===== src/rtl/debounce_sync.sv =====
// Two-flop synchroniser followed by a stability-qualifying FSM.
// Outputs a clean registered level `q` and single-cycle `rise`/`fall` pulses.
module debounce_sync #(
  parameter int STABLE_CYCLES = 50000,
  parameter int CNT_W         = 16
) (
  input  logic ck,
  input  logic reset,
  input  logic d_in,
  output logic q,
  output logic rise,
  output logic fall,
  output logic busy
);

  if (STABLE_CYCLES < 1 || STABLE_CYCLES > (2 ** CNT_W) - 1) begin : g_bad_param
    $error("debounce_sync: STABLE_CYCLES out of range for CNT_W");
  end

  localparam logic [CNT_W-1:0] LAST = CNT_W'(STABLE_CYCLES - 1);

  localparam logic [1:0] IDLE_LOW  = 2'd0;
  localparam logic [1:0] WAIT_HIGH = 2'd1;
  localparam logic [1:0] IDLE_HIGH = 2'd2;
  localparam logic [1:0] WAIT_LOW  = 2'd3;

  logic             s1, s2;
  logic [1:0]       state, state_n;
  logic [CNT_W-1:0] cnt, cnt_n;
  logic             q_n, rise_n, fall_n;

  always_ff @(posedge ck or negedge reset) begin
    if (!reset) begin
      s1 <= 1'b0;
      s2 <= 1'b0;
    end else begin
      s1 <= d_in;
      s2 <= s1;
    end
  end

  // Any contrary sample during WAIT drops straight back to IDLE: no partial credit.
  always_comb begin
    state_n = state;
    cnt_n   = cnt;
    q_n     = q;
    rise_n  = 1'b0;
    fall_n  = 1'b0;
    case (state)
      IDLE_LOW: begin
        if (s2) begin
          state_n = WAIT_HIGH;
          cnt_n   = '0;
        end
      end
      WAIT_HIGH: begin
        if (!s2) begin
          state_n = IDLE_LOW;
          cnt_n   = '0;
        end else if (cnt == LAST) begin
          state_n = IDLE_HIGH;
          cnt_n   = '0;
          q_n     = 1'b1;
          rise_n  = 1'b1;
        end else begin
          cnt_n = cnt + CNT_W'(1);
        end
      end
      IDLE_HIGH: begin
        if (!s2) begin
          state_n = WAIT_LOW;
          cnt_n   = '0;
        end
      end
      WAIT_LOW: begin
        if (s2) begin
          state_n = IDLE_HIGH;
          cnt_n   = '0;
        end else if (cnt == LAST) begin
          state_n = IDLE_LOW;
          cnt_n   = '0;
          q_n     = 1'b0;
          fall_n  = 1'b1;
        end else begin
          cnt_n = cnt + CNT_W'(1);
        end
      end
      default: begin
        state_n = IDLE_LOW;
        cnt_n   = '0;
        q_n     = 1'b0;
      end
    endcase
  end

  always_ff @(posedge ck or negedge reset) begin
    if (!reset) begin
      state <= IDLE_LOW;
      cnt   <= '0;
      q     <= 1'b0;
      rise  <= 1'b0;
      fall  <= 1'b0;
      busy  <= 1'b0;
    end else begin
      state <= state_n;
      cnt   <= cnt_n;
      q     <= q_n;
      rise  <= rise_n;
      fall  <= fall_n;
      busy  <= (state_n == WAIT_HIGH) || (state_n == WAIT_LOW);
    end
  end

endmodule


===== config.mk =====
export PLATFORM = sky130hd
export DESIGN_NAME = debounce_sync
export DESIGN_NICKNAME = d
export VERILOG_FILES = /design/src/rtl/debounce_sync.sv
export SDC_FILE = /design/constraint.sdc
export NUM_CORES = 1
export LEC_CHECK = 0
export CORE_UTILIZATION = 40
export CTS_CLUSTER_SIZE = 25
export DETAILED_ROUTE_END_ITERATION = 8
export HOLD_SLACK_MARGIN = 0.15
export PLACE_DENSITY = 0.62
export REMOVE_ABC_BUFFERS = 1
export SLEW_MARGIN = 10
export SYNTH_ARGS = -nofsm -noshare
export SYNTH_HDL_FRONTEND = slang
export SYNTH_SLANG_ARGS = --single-unit

===== constraint.sdc =====
create_clock -name ck -period 2.3 [get_ports ck]
set_input_delay 0.46 -clock ck [delete_from_list [all_inputs] [get_ports ck]]
set_output_delay 0.46 -clock ck [all_outputs]
set_load 0.1 [all_outputs]

# Word level (Yosys, flattened, before mapping)
# Index checks and enable logic that the tools add are counted.
# totals
reg_bits	24
inputBits	3
word_cells	49
# classes
addsub	1
eq_ne	12
n_mux	23
n_reduce_logical	5
# op_table
op	n
$mux 16	5
$pmux 16 s4	1
$add 16x1->16 const B	1
$eq 16x16->1 const B	1
$mux 2	6
$ne 2x2->1 const B	6
$mux 1	9
$pmux 2 s4	1
$eq 2x2->1 const B	3
$reduce_and 5->1	1
$eq 2x1->1 const B	2
$logic_not 2->1	1
$pmux 1 s2	1
$reduce_and 2->1	1
$reduce_bool 2->1	1
$logic_or 1x1->1	1

# Logic depth before layout (Yosys ltp)
# depth
depth_word	6
depth_mapped	7
mapped_depth_nobuf	5

# Worst setup path before layout
# OpenSTA, ideal clock, no wires.
# synth_path
path_kind	register to register
startpoint	register state[0]
endpoint	register cnt[5]
setup_time_ps	65
t_arrival_ps	1897
required_ps	2235
path_slack_ps	338
path_stages_with_launch	6
cell_sequence	dfrtp_1 clkbuf_1 nand2_1 buf_2 nor4_1 o21a_1
# synth_between
elab_chain_cells	3
# synth_rtl
item	line	text
from (decl)	28	logic [1:0] state, state_n;
from (signal assigned)	105	state <= state_n;
$eq 2x2->1 / $logic_not 2->1 (equally long branches)	49	case (state)
$ne 2x2->1 (no line)	--	
$reduce_and 2->1 (no line)	--	
to (signal assigned)	106	cnt <= cnt_n;
to (decl)	29	logic [CNT_W-1:0] cnt, cnt_n;
# Several ways; a longest one is shown, not always the timed one.
# A chain may end at the register's enable or synchronous reset.

# Worst setup path after layout
# layout_path
startpoint	register cnt[11]
endpoint	register cnt[12]
# layout_between
elab_chain_cells	4
# layout_rtl
item	line
$add 16x1->16 / $eq 16x16->1 (equally long branches)	--
$mux 16 (*)	60, 79
$mux 16, on equally long branches	76, 57
$pmux 16 s4 (*)	49
# Mark *: on every way between the ends. The rest lies on a longest branch, timed or not.

==> qor.txt <==
status: completed
final setup vio count: 0
CTS buffer count: 3
# fillers: 311
fmax: 0.4902 GHz
YS warnings: 0
Synth Instances: 132
crit-path max FO: 11
Post-synth EDFFs: 0
Die ar.: 3427 um^2
Resized cells post-CTS: 0
Hold Crit Class: reg -> reg
Via Count: 1,095
remaining global-route overflow: 0
Global Route Usage Sum: 0.1949
number of global-route vias before repair: 1,011
via/cell ratio: 5.919
Setup TNS: 0 ns
Max Slew Vio Count: 0
H-tree Lvls: 1
Critical-path top delay cell: or4b_4
largest net degree at the start of global routing: 24
worst hold stages: 0
final core utilization: 0.4594
Detailed Route Iter0 Violations: 38
final wirelength: 2842 um
Area after DPL: 1375 um^2
I/O pin count: 7
Routed Antenna Nets: 0
Final GP Congestion: 0.8045
critical path cell sequence: or4b_4, nor4_4, buf_4, nor2_1, a32o_1
row cnt: 20
VDD IR max: 0.2651 mV
CTS tree: built
critical path type: reg -> reg
Die Ht: 58.54 um
Yosys cell types: 41
Mean Syn Cell Area: 9.687 um^2
fin cells: 185
Leak Pwr: 0.5522 nW
minimum clock period: 2.040 ns
design area: 1403 um^2
Clk Latency, worst-skew pair: 0.31 ns
synthesized area: 1279 um^2
root buf cell: clkbuf_4
Slew @ Worst Pin: 0.4573 ns
Top FF cell, synth: dfrtp_1
# nets final: 146
Levels on crit path: 5
deepest clock path buffer count: 2
sequential area share after synthesis: 0.4501
crit start category: flip-flop
Worst EP arrival: 2.26 ns
WL/cell: 15.36 um
setup repair bufs after CTS: 0
drt pass-1 iters: 4
port bufs: 6
TritonCTS sink count: 23
drc violations: 0
first-pass GRT wire length: 4926 um
ANT cells: 0
initial antenna violation count: 0
Worst Clk Skew: 0.002303 ns
family with the most delay on the worst path: simple AND/OR/NAND/NOR gates
met2 routed WL: 1339 um
Async SR Flop Fraction: 1.000
Starting Density: 0.4189
PD cells: 471.3 nW/um^2
RSZ-0062 raised after global routing: no
met1 WL: 1284 um
share of cells above drive strength 1: 0.1418
overall power: 661.1 uW
slowest stage delay, CP: 0.58 ns
Worst Path Required: 2.52 ns
Top Metal Used: met4
routed length on met3: 167 um
period utilization: 0.8869
max_slew headroom: 0.6940
CTS clk-pin slew, worst paths: 0.13 ns
Detailed Place HPWL: 2052 um
reg2reg path depth: 5
WP buf/inv: 1
Syn-to-layout area delta: 9.687%
post-placement cell count: 181
Core Area: 3053 um^2
Die X: 58.54 um
Post-CTS Hold Buffers: 0
Critical Path End Type: flip-flop
Hold Vio Cnt, Final: 0
max-cap viol count: 0
number of synthesized register bits: 23
## path summary, 6_finish.rpt
kind	slack (ns)	start	endpoint
max	0.26	cnt[11]	cnt[12]
min	0.37	s1	s2
max reg2reg	0.26	cnt[11]	cnt[12]
min reg2reg	0.37	s1	s2
max in group asynchronous	1.59	reset	cnt[14]
min in group asynchronous	0.48	reset	cnt[7]
## synth_stat cells, types with 2 or more instances
master,number,area (um^2)
and2_1,2,12.51
or2_2,2,12.51
clkbuf_1,3,11.26
nand3_1,7,35.03
nand4_1,5,31.28
o311ai_0,2,17.52
inv_1,4,15.01
a21o_1,2,15.01
nand2_1,15,56.30
or4_1,2,15.01
nor3_1,7,35.03
o21a_1,2,15.01
o31ai_1,5,37.54
buf_6,2,22.52
dfrtp_1,23,575.6
nor3b_1,3,22.52
nor2_1,5,18.77
o21ai_0,7,35.03
nor4_1,8,50.05
a22o_1,3,26.28
xnor2_1,3,26.28
## cells by family after synthesis
group | after synthesis | share of synthesized area
XOR/XNOR | 4 | 0.02740
flip-flops | 23 | 0.4501
AND/OR/NAND/NOR | 65 | 0.3004
AO/OA/AOI/OAI | 28 | 0.1585
buffers and inverters | 11 | 0.05380
adder cells (fa/ha/maj) | 1 | 0.009783
## registers in the layout, indices dropped and copies added, names as in the netlist
register  count
q             1
s2            1
cnt          16
fall          1
rise          1
state         2
s1            1
## through the flow
| stage | setup WS, ns | hold WS [ns] |
|---|---|---|
| 6_report | 0.2601 | 0.3688 |
| 5_1_grt | 0.2051 | 0.3719 |
| 4_1_cts | 0.2954 | 0.3715 |
| 3_5_place_dp | 0.3185 | 0.3413 |
| 3_3_place_gp | 0.3952 | 0.3400 |
| 2_1_floorplan | 0.09615 | 0.1644 |
## area by class of cell
class	count	area, um^2	area share
Clock buffer	3	22.52	0.01606
Clock inverter	1	5.005	0.003568
Inverter	4	15.01	0.01070
Multi-Input combinational cell	98	634.4	0.4523
Sequential cell	23	575.6	0.4103
Tap cell	44	55.05	0.03925
Timing Repair Buffer	12	95.09	0.06780
## layout by cell type, fill, tap and decap left out, types with 2 or more instances in the layout
cell type and instances:
nand4_1 5, a21o_1 2, o311ai_0 2, or2_2 2, dfrtp_1 23, o31ai_1 5, clkdlybuf4s50_1 2, or4_1 2
nor2_1 5, clkbuf_4 3, nor3_1 7, a22o_1 3, nor4_1 8, nand3_1 7, nand2_1 15, xnor2_1 3
buf_4 10, inv_1 4, o21ai_0 7, o21a_1 2, nor3b_1 3, and2_1 2
## layer usage
metal | vias to the layer above | GRT usage
met1 | 535 | 0.2613
met3 | 4 | 0.03297
met2 | 35 | 0.3087
met4 | 0 | 0.09184
li1 | 521 | -
met5 | - | 0
## report_power, final
part	switching, mW	internal [mW]
clock	0.129	0.0651
sequential	0.00733	0.410
combinational	0.0335	0.0161
total	0.170	0.491
Power figures use the tool's default switching activity.
